<file path="config.mk">
export PLATFORM = sky130hd
export DESIGN_NAME = intxn_ctrl
export DESIGN_NICKNAME = d
export VERILOG_FILES = /design/src/rtl/intxn_ctrl.sv
export SDC_FILE = /design/constraint.sdc
export NUM_CORES = 1
export LEC_CHECK = 0
export ABC_AREA = 1
export CAP_MARGIN = 20
export CELL_PAD_IN_SITES_DETAIL_PLACEMENT = 1
export CELL_PAD_IN_SITES_GLOBAL_PLACEMENT = 2
export CORE_ASPECT_RATIO = 1.75
export CORE_MARGIN = 2
export CORE_UTILIZATION = 30
export DETAILED_ROUTE_END_ITERATION = 12
export PLACE_DENSITY = 0.66
export REMOVE_ABC_BUFFERS = 1
export SYNTH_ARGS = -nofsm -noshare
export SYNTH_HDL_FRONTEND = slang
export SYNTH_SLANG_ARGS = --single-unit
</file>
<file path="constraint.sdc">
create_clock -name clock -period 2.39 [get_ports clock]
set_clock_uncertainty 0.15 [all_clocks]
set_input_delay 0.478 -clock clock [delete_from_list [all_inputs] [get_ports clock]]
set_output_delay 0.478 -clock clock [all_outputs]
set_load 0.05 [all_outputs]
</file>
<file path="src/rtl/intxn_ctrl.sv">
// Two-way intersection light controller: N/S holds green until an E/W vehicle
// request arrives and the minimum green has elapsed, then cycles through E/W service.
module intxn_ctrl #(
   parameter int unsigned CYCLES_PER_TICK = 32'd50000,
   parameter int unsigned NS_MIN_GREEN    = 32'd10000,
   parameter int unsigned YELLOW          = 32'd3000,
   parameter int unsigned ALL_RED         = 32'd1000,
   parameter int unsigned EW_GREEN        = 32'd5000
) (
   input  logic       clock,
   input  logic       reset_n,
   input  logic       car_detected,
   output logic [5:0] lights_out
);

   typedef enum logic [2:0] {
      NS_G = 3'd0,
      NS_Y = 3'd1,
      RED1 = 3'd2,
      EW_G = 3'd3,
      EW_Y = 3'd4,
      RED2 = 3'd5
   } state_t;

   localparam int unsigned NS_CYC  = NS_MIN_GREEN * CYCLES_PER_TICK;
   localparam int unsigned Y_CYC   = YELLOW * CYCLES_PER_TICK;
   localparam int unsigned AR_CYC  = ALL_RED * CYCLES_PER_TICK;
   localparam int unsigned EW_CYC  = EW_GREEN * CYCLES_PER_TICK;
   localparam int unsigned MAX_A   = (NS_CYC > Y_CYC) ? NS_CYC : Y_CYC;
   localparam int unsigned MAX_B   = (AR_CYC > EW_CYC) ? AR_CYC : EW_CYC;
   localparam int unsigned MAX_CYC = (MAX_A > MAX_B) ? MAX_A : MAX_B;
   localparam int          TW      = (MAX_CYC > 32'd1) ? $clog2(MAX_CYC) : 1;

   // Timer holds 0..D-1 while in a state; the state advances when it reaches D-1.
   localparam logic [TW-1:0] NS_LAST = TW'(NS_CYC - 32'd1);
   localparam logic [TW-1:0] Y_LAST  = TW'(Y_CYC - 32'd1);
   localparam logic [TW-1:0] AR_LAST = TW'(AR_CYC - 32'd1);
   localparam logic [TW-1:0] EW_LAST = TW'(EW_CYC - 32'd1);

   state_t          r_state;
   logic [TW-1:0]   r_timer;
   logic            r_req;
   logic            r_sync1;
   logic            r_sync2;

   state_t          w_next;
   logic            w_last;
   logic            w_advance;
   logic [TW-1:0]   w_timer_nxt;

   function automatic logic [5:0] lamp_enc(input state_t s);
      logic [5:0] l;
      case (s)
         NS_G:    l = 6'b001100;
         NS_Y:    l = 6'b010100;
         RED1:    l = 6'b100100;
         EW_G:    l = 6'b100001;
         EW_Y:    l = 6'b100010;
         RED2:    l = 6'b100100;
         default: l = 6'b100100;
      endcase
      return l;
   endfunction

   // Two-flop synchronizer for the asynchronous vehicle sensor
   always_ff @(posedge clock or negedge reset_n) begin
      if (!reset_n) begin
         r_sync1 <= 1'b0;
         r_sync2 <= 1'b0;
      end else begin
         r_sync1 <= car_detected;
         r_sync2 <= r_sync1;
      end
   end

   // Next-state decision for the current state
   always_comb begin
      w_next    = NS_G;
      w_last    = 1'b0;
      w_advance = 1'b0;
      case (r_state)
         NS_G: begin
            w_last    = (r_timer == NS_LAST);
            w_advance = w_last & r_req;
            w_next    = NS_Y;
         end
         NS_Y: begin
            w_last    = (r_timer == Y_LAST);
            w_advance = w_last;
            w_next    = RED1;
         end
         RED1: begin
            w_last    = (r_timer == AR_LAST);
            w_advance = w_last;
            w_next    = EW_G;
         end
         EW_G: begin
            w_last    = (r_timer == EW_LAST);
            w_advance = w_last;
            w_next    = EW_Y;
         end
         EW_Y: begin
            w_last    = (r_timer == Y_LAST);
            w_advance = w_last;
            w_next    = RED2;
         end
         RED2: begin
            w_last    = (r_timer == AR_LAST);
            w_advance = w_last;
            w_next    = NS_G;
         end
         default: begin
            w_last    = 1'b1;
            w_advance = 1'b1;
            w_next    = NS_G;
         end
      endcase
   end

   // Timer saturates in NS_G so an unrequested green can last indefinitely
   always_comb begin
      w_timer_nxt = r_timer;
      if (w_advance) begin
         w_timer_nxt = '0;
      end else if (w_last) begin
         w_timer_nxt = r_timer;
      end else begin
         w_timer_nxt = r_timer + {{(TW-1){1'b0}}, 1'b1};
      end
   end

   // Main FSM: state, timer, request flag and registered lamp drive
   always_ff @(posedge clock or negedge reset_n) begin
      if (!reset_n) begin
         r_state    <= NS_G;
         r_timer    <= '0;
         r_req      <= 1'b0;
         lights_out <= 6'b001100;
      end else begin
         r_timer <= w_timer_nxt;
         if (w_advance) begin
            r_state    <= w_next;
            lights_out <= lamp_enc(w_next);
         end else begin
            r_state    <= r_state;
            lights_out <= lamp_enc(r_state);
         end
         // Clearing on EW_G entry wins over a simultaneous new request
         if (w_advance && (r_state == RED1)) begin
            r_req <= 1'b0;
         end else if (r_sync2) begin
            r_req <= 1'b1;
         end else begin
            r_req <= r_req;
         end
      end
   end

endmodule

</file>
==> impl_table.tex, run 1 <==
\begin{tabular}{lr}
\hline
Metric & Value \\
\hline
\multicolumn{2}{l}{\textbf{Global routing}} \\
\quad Number of global-route vias before repair & 2738 \\
\quad Wire length of the first global-routing pass & 14800 um \\
\quad Maximum number of pins on one net before global-route repair & 42 \\
\quad Number of antenna violations at the first check in global routing & 0 \\
\quad GRT Resource Usage Total & 0.195 \\
\quad Global route overflow & 0 \\
\multicolumn{2}{l}{\textbf{Clocking}} \\
\quad Deepest clock path buffer count & 2 \\
\quad Clock insertion delay at the later pin of the skew report & 0.29 ns \\
\quad Number of buffers inserted during clock tree synthesis & 5 \\
\quad Hold bufs inserted after CTS & 0 \\
\quad Clock-pin slew reported for the worst setup and hold paths after clock tree synthesis & 0.07 ns \\
\quad Maximum level of the CTS H-tree & 2 \\
\quad Cell at the root of the clock tree & clkbuf\_16 \\
\quad CTS tree & yes \\
\quad Number of clock sinks seen by CTS & 41 \\
\multicolumn{2}{l}{\textbf{Timing}} \\
\quad Tmin final & 2.23 ns \\
\quad Final Hold Slack & -0.00312 ns \\
\quad Worst relative slew slack & 0.625 \\
\quad Worst-Margin Slew & 0.557 ns \\
\quad Finish-stage setup viols & 0 \\
\quad Final worst-path cycle share & 0.934 \\
\quad Setup slack after layout & 0.158 ns \\
\quad Highest attainable clock frequency & 0.448 GHz \\
\quad RSZ-0062 raised after global routing & no \\
\quad Total count of hold-check failures in the final report & 2 \\
\quad Number of slew-limit violations in the final report & 0 \\
\quad Setup\_tns & 0 ns \\
\multicolumn{2}{l}{\textbf{Logic synthesis}} \\
\quad Cells taking the most area after synthesis & dfrtp\_1, nand2\_1, nor2\_1, xor2\_1, inv\_1 \\
\quad Most used DFF post-synth & dfrtp\_1 \\
\quad Yosys Warn Count & 0 \\
\quad Number of distinct standard cells referenced by the synthesized netlist & 27 \\
\quad Share of synthesized flip-flops with an asynchronous set or reset & 1.00 \\
\quad Share of the synthesized area in the top cell type & 0.350 \\
\quad Post-Synthesis Mean Instance Area & 7.24 um2 \\
\quad Dominant cell type by area after synthesis & dfrtp\_1 \\
\quad Count leader, synth & nand2\_1 \\
\quad Cells after Synth & 385 \\
\quad FF+latch count, synth & 41 \\
\quad Top cells by count, synth & nand2\_1, nor2\_1, inv\_1, dfrtp\_1, nand3\_1 \\
\quad Sequential-to-total area share from yosys stat & 0.369 \\
\quad Post-Synthesis Cell Area & 0.00279 mm2 \\
\quad Number of synthesized flops with an enable pin & 0 \\
\multicolumn{2}{l}{\textbf{Floorplan}} \\
\quad Total number of placement rows & 46 \\
\quad Die span in y & 132 um \\
\quad I/O pin count & 9 \\
\quad X dimension of the die & 76.9 um \\
\quad Effective utilization at floorplan & 0.309 \\
\quad Area inside the core boundary & 0.00904 mm2 \\
\quad Die area & 0.0101 mm2 \\
\multicolumn{2}{l}{\textbf{Power and ir drop}} \\
\quad Power density cells & 498 mW/mm2 \\
\quad Cell leakage power & 0.00138 uW \\
\quad Final Power & 1610 uW \\
\quad Worst IR Drop VDD & 323 uV \\
\multicolumn{2}{l}{\textbf{Min path}} \\
\quad Worst min path class & input port to asynchronous set/reset pin \\
\multicolumn{2}{l}{\textbf{Routing}} \\
\quad Initial DRC count & 94 \\
\quad Drt pass-1 iters & 4 \\
\quad Detailed route wirelength on metal3 & 268 um \\
\quad Via count & 2495 \\
\quad Met1 Wirelength & 3400 um \\
\quad Via-to-Cell Ratio & 4.75 \\
\quad Detailed-routed wire length on met2 & 5430 um \\
\quad Residual DRC & 0 \\
\quad Highest signal layer in the routed design & met4 \\
\quad Number of antenna-violating nets in the routed design & 0 \\
\quad Detailed-route wire length per cell & 17.7 um \\
\quad Final wirelength & 9280 um \\
\multicolumn{2}{l}{\textbf{Placed design}} \\
\quad Placed cell count & 514 \\
\quad Final GP Congestion & 0.797 \\
\quad DPL Wire Length & 7360 um \\
\quad Post-place setup slack & 0.107 ns \\
\quad Buffers on Ports & 8 \\
\multicolumn{2}{l}{\textbf{Cells and area}} \\
\quad Area growth from synthesis to layout & 16.1\% \\
\quad Antenna cell count & 0 \\
\quad Final non-filler cell total & 525 \\
\quad Ratio of cells with drive above 1 in the final layout & 0.163 \\
\quad Number of nets at the end of the flow & 408 \\
\multicolumn{2}{l}{\textbf{Setup path}} \\
\quad Required time worst endpoint & 1.76 ns \\
\quad Maximum cell stage delay along the critical path & 0.80 ns \\
\quad Critical path arrival & 1.60 ns \\
\quad Largest fanout on the critical path & 1 \\
\quad Cells traversed along the worst timing path & clkdlybuf4s50\_1 \\
\quad Cell at the slowest stage of the critical path & clkdlybuf4s50\_1 \\
\quad Top Family by Delay on Critical Path & buffers and inverters \\
\quad Buffer and inverter count on the worst path & 1 \\
\quad Critical path startpoint category & register \\
\quad Type of the setup path with the least slack & register to output pin \\
\quad Critical Path End Type & output pin \\
\multicolumn{2}{l}{\textbf{Outcome}} \\
\quad Status & finished with violations \\
\quad Violations in the final reports & hold timing \\
\multicolumn{2}{l}{\textbf{Run}} \\
\quad Number of max-capacitance violations reported & 0 \\
\hline
\end{tabular}
-- logic make-up (layout without fill, tap and decap cells) --
kind of cell               Yosys count  in the layout  synth area share
AOI/OAI and AO/OA                    3              3           0.00538
xor gates and xnor gates            26             26            0.0817
adders and majority gates            1              1           0.00449
buffers and inverters               51             70            0.0803
DFF                                 41             41             0.369
and+or+nand+nor                    263            264             0.459
-- metal layers --
metal / up-vias / GRT usage
met4: 0 / 0.0606
met3: 11 / 0.0220
li1: 1237 / -
met2: 30 / 0.396
met5: - / 0
met1: 1217 / 0.201
-- state kept, by name, summed over array words and instances, names as in the netlist --
register and count:
r_sync1 1, r_timer 29, r_req 1, lights_out 6
r_state 3, r_sync2 1
-- area by class of cell --
class / count / area, um2
fill: 1142 / 5800
multi-input combinational: 294 / 1550
sequential: 41 / 1030
inverter: 46 / 173
tap: 120 / 150
timing repair buffer: 16 / 148
clock buffer: 5 / 125
clock inverter: 3 / 65.1
-- layout by cell type (no fill, tap or decap) --
master	Yosys	final
xnor2_1	1	1
nand2_4	3	4
nand3_2	4	4
clkdlybuf4s50_1	0	7
nor2_8	1	1
nand3b_1	5	5
dfstp_2	2	2
nand3_1	30	30
nor2_2	18	18
buf_2	1	1
nor2_1	73	73
nand2_1	88	88
nor2_4	7	7
nand4_1	8	8
nor3_1	18	18
dfrtp_1	39	39
nand2_8	1	1
bufinv_16	0	2
inv_2	6	6
ha_1	1	1
nor4_1	1	1
inv_1	40	40
buf_12	1	1
clkbuf_16	0	5
a21oi_1	2	2
buf_4	0	7
o21ai_0	1	1
nand2_2	6	6
clkinv_2	0	1
xor2_1	25	25
-- path summary, 6_finish.rpt --
kind                                     from       endpoint  slack, ns  cells after the start
max in group asynchronous             reset_n  lights_out[3]       1.82                      2
min in group clock                    r_sync1        r_sync2       0.20                      0
worst max-delay path            lights_out[2]  lights_out[2]       0.16                      1
worst min-delay path                  reset_n    r_timer[15]     -0.003                      2
worst min register to register        r_sync1        r_sync2       0.20                      0
worst max register to register     r_timer[0]    r_timer[25]       0.25                     10
-- through the flow --
step	area, um2	util
after global placement	3020	0.334
after floorplan	2740	-
final	3240	0.358
after CTS	3210	0.355
after detailed placement	3020	0.334
after global routing	3240	0.358
-- timing repair --
action | CTS | global route
buffers inserted | 0 | 2
gates resized for setup | 0 | 0
endpoints found under the setup margin | 0 | 8
hold endpoints to repair | 0 | 0
-- where the power goes --
group / switching (uW) / total, uW / internal [uW]
combinational: 14.4 / 19.8 / 5.44
clock: 300 / 897 / 597
sequential: 1.05 / 697 / 696
total: 315 / 1610 / 1300
Note: power is estimated with default switching activity, not from simulation.
==> run 2, diff against run 1 <==
Settings changed: CORE_MARGIN 2 to not set, CTS_BUF_LIST set to sky130_fd_sc_hd__clkbuf_8, CTS_CLUSTER_SIZE set to 14.
==> run 2 against run 1 <==
Against the previous run:
- the run now ends clean
- first-iteration DRC count rose by 23%
- wire length fell by 0.33%
- via count fell by 0.24%
- sequential share of layout area rose by 0.41 points
==> impl_table.tex, run 2 (synthesis gave the netlist of run 1 again) <==
\begin{tabular}{lr}
\hline
Metric & Value \\
\hline
\multicolumn{2}{l}{\textbf{Timing}} \\
\quad RSZ-0062 raised after global routing & no \\
\quad Final worst-path cycle share & 0.944 \\
\quad Finish-stage setup viols & 0 \\
\quad Setup\_tns & 0 ns \\
\quad Worst relative slew slack & 0.663 \\
\quad Number of slew-limit violations in the final report & 0 \\
\quad Setup slack after layout & 0.133 ns \\
\quad Total count of hold-check failures in the final report & 0 \\
\quad Worst-Margin Slew & 0.504 ns \\
\quad Tmin final & 2.26 ns \\
\quad Highest attainable clock frequency & 0.443 GHz \\
\multicolumn{2}{l}{\textbf{Cells and area}} \\
\quad Utilization after layout & 0.354 \\
\quad Ratio of cells with drive above 1 in the final layout & 0.163 \\
\quad Most common cell after layout, fill and taps aside & nand2\_1 \\
\quad Max reg flops & 29 \\
\quad Final non-filler cell total & 526 \\
\quad Final design instance area without fill & 0.00320 mm2 \\
\quad Area growth from synthesis to layout & 14.6\% \\
\quad Most used cells in the layout excluding fill and tap cells & nand2\_1, nor2\_1, inv\_1 \\
\quad Most flop-heavy register & r\_timer \\
\quad Filler instances & 1165 \\
\quad Antenna cell count & 0 \\
\quad Leading registers by flop count & r\_timer x29, lights\_out x6, r\_state x3 \\
\quad Number of nets at the end of the flow & 409 \\
\multicolumn{2}{l}{\textbf{Clocking}} \\
\quad Clock insertion delay at the later pin of the skew report & 0.31 ns \\
\quad Deepest clock path buffer count & 2 \\
\quad Maximum level of the CTS H-tree & 2 \\
\quad CTS tree & yes \\
\quad Number of buffers inserted during clock tree synthesis & 5 \\
\quad Number of clock sinks seen by CTS & 41 \\
\quad Cell at the root of the clock tree & clkbuf\_8 \\
\quad Clock-pin slew reported for the worst setup and hold paths after clock tree synthesis & 0.09 ns \\
\multicolumn{2}{l}{\textbf{Routing}} \\
\quad Final wirelength & 9250 um \\
\quad Initial DRC count & 116 \\
\quad Residual DRC & 0 \\
\quad Drt pass-1 iters & 4 \\
\quad Via-to-Cell Ratio & 4.73 \\
\quad Detailed-route wire length per cell & 17.6 um \\
\quad Number of antenna-violating nets in the routed design & 0 \\
\quad Via count & 2489 \\
\multicolumn{2}{l}{\textbf{Setup path}} \\
\quad Worst setup slack for register-to-register paths & 0.17 ns \\
\quad Largest fanout on the critical path & 1 \\
\quad Critical Path End Type & output pin \\
\quad Critical path startpoint category & register \\
\quad Buffer and inverter count on the worst path & 1 \\
\quad Type of the setup path with the least slack & register to output pin \\
\quad RR Startpoint & r\_timer[0] \\
\quad Maximum cell stage delay along the critical path & 0.80 ns \\
\quad Required time worst endpoint & 1.76 ns \\
\quad Cell at the slowest stage of the critical path & clkdlybuf4s50\_1 \\
\quad Critical path arrival & 1.63 ns \\
\quad Capture instance of the worst register-to-register path & r\_timer[28] \\
\quad Cells traversed along the worst timing path & clkdlybuf4s50\_1 \\
\quad Worst-case reg-to-reg path depth & 10 \\
\quad Top Family by Delay on Critical Path & buffers and inverters \\
\multicolumn{2}{l}{\textbf{Placed design}} \\
\quad Final GP Congestion & 0.811 \\
\quad DPL Wire Length & 7400 um \\
\quad Buffers on Ports & 8 \\
\quad Dpl cell area & 0.00302 mm2 \\
\quad Post-place setup slack & 0.0978 ns \\
\quad Placed cell count & 514 \\
\multicolumn{2}{l}{\textbf{Run}} \\
\quad Number of max-capacitance violations reported & 0 \\
\multicolumn{2}{l}{\textbf{Floorplan}} \\
\quad Die span in y & 130 um \\
\quad Total number of placement rows & 46 \\
\quad Die area & 0.00970 mm2 \\
\quad Effective utilization at floorplan & 0.309 \\
\quad I/O pin count & 9 \\
\quad X dimension of the die & 74.9 um \\
\quad Area inside the core boundary & 0.00904 mm2 \\
\multicolumn{2}{l}{\textbf{Global routing}} \\
\quad Global route overflow & 0 \\
\quad Number of global-route vias before repair & 2649 \\
\quad Wire length of the first global-routing pass & 14400 um \\
\quad GRT Resource Usage Total & 0.211 \\
\quad Maximum number of pins on one net before global-route repair & 42 \\
\quad Number of antenna violations at the first check in global routing & 0 \\
\multicolumn{2}{l}{\textbf{Min path}} \\
\quad Startpoint of the most critical hold path & r\_sync1 \\
\quad Endpoint of the worst hold path & r\_sync2 \\
\quad Worst Hold Path Cells & 0 \\
\quad Worst min path class & register to register \\
\multicolumn{2}{l}{\textbf{Power and ir drop}} \\
\quad Cell leakage power & 0.00136 uW \\
\quad Worst IR Drop VDD & 371 uV \\
\quad Power density cells & 442 mW/mm2 \\
\multicolumn{2}{l}{\textbf{Outcome}} \\
\quad Status & finished clean \\
\hline
\end{tabular}
-- run 2: changes by cell type in the layout (fill, tap and decap cells not counted), sizes merged --
| cell | before | now |
|---|---|---|
| dlygate4sd3 | 0 | 1 |
-- run 2: final cells by class --
class / count / area (um2) / share of cell area
Clock buffer: 5 / 68.8 / 0.0215
Clock inverter: 3 / 65.1 / 0.0204
Sequential cell: 41 / 1030 / 0.322
Multi-Input combinational cell: 294 / 1550 / 0.486
Tap cell: 120 / 150 / 0.0470
Timing Repair Buffer: 17 / 158 / 0.0493
Inverter: 46 / 173 / 0.0540
-- run 2: worst max-delay path by stage --
| stage | start | to | cells past startpoint |
|---|---|---|---|
| 2_1_floorplan | r_timer[0] | lights_out[5] | 11 |
| 3_3_place_gp | r_timer[0] | r_state[1] | 11 |
| 3_5_place_dp | r_timer[0] | r_state[2] | 11 |
| 4_1_cts | r_timer[0] | r_state[1] | 11 |
| 5_1_grt | r_timer[0] | r_timer[7] | 10 |
| 6_report | lights_out[2] | lights_out[2] | 1 |
-- run 2: per-layer routing --
layer	up-vias	track usage	wire length [um]
met5	-	0	0
met1	1216	0.216	3400
met3	17	0.0257	129
met4	0	0.0821	341
met2	26	0.413	5380
li1	1230	-	-
-- run 2: timing repair --
item,4_1_cts,5_1_grt
setup endpoints to repair,0,19
resized for setup,0,1
buffers inserted,0,2
hold buffers,1,0
hold endpoints to repair,39,0
-- run 2: through the flow --
| step | power (uW) | hold slack [ns] |
|---|---|---|
| 2_1_floorplan | 709 | 0.0324 |
| 3_3_place_gp | 731 | 0.192 |
| 3_5_place_dp | 731 | 0.187 |
| 4_1_cts | 1440 | 0.208 |
| 5_1_grt | 1450 | 0.211 |
| 6_report | 1410 | 0.204 |
-- run 2: power by group --
group | total [uW] | internal [uW] | switching (uW)
Combinational | 21.2 | 6.52 | 14.7
Sequential | 696 | 695 | 0.917
Clock | 696 | 415 | 281
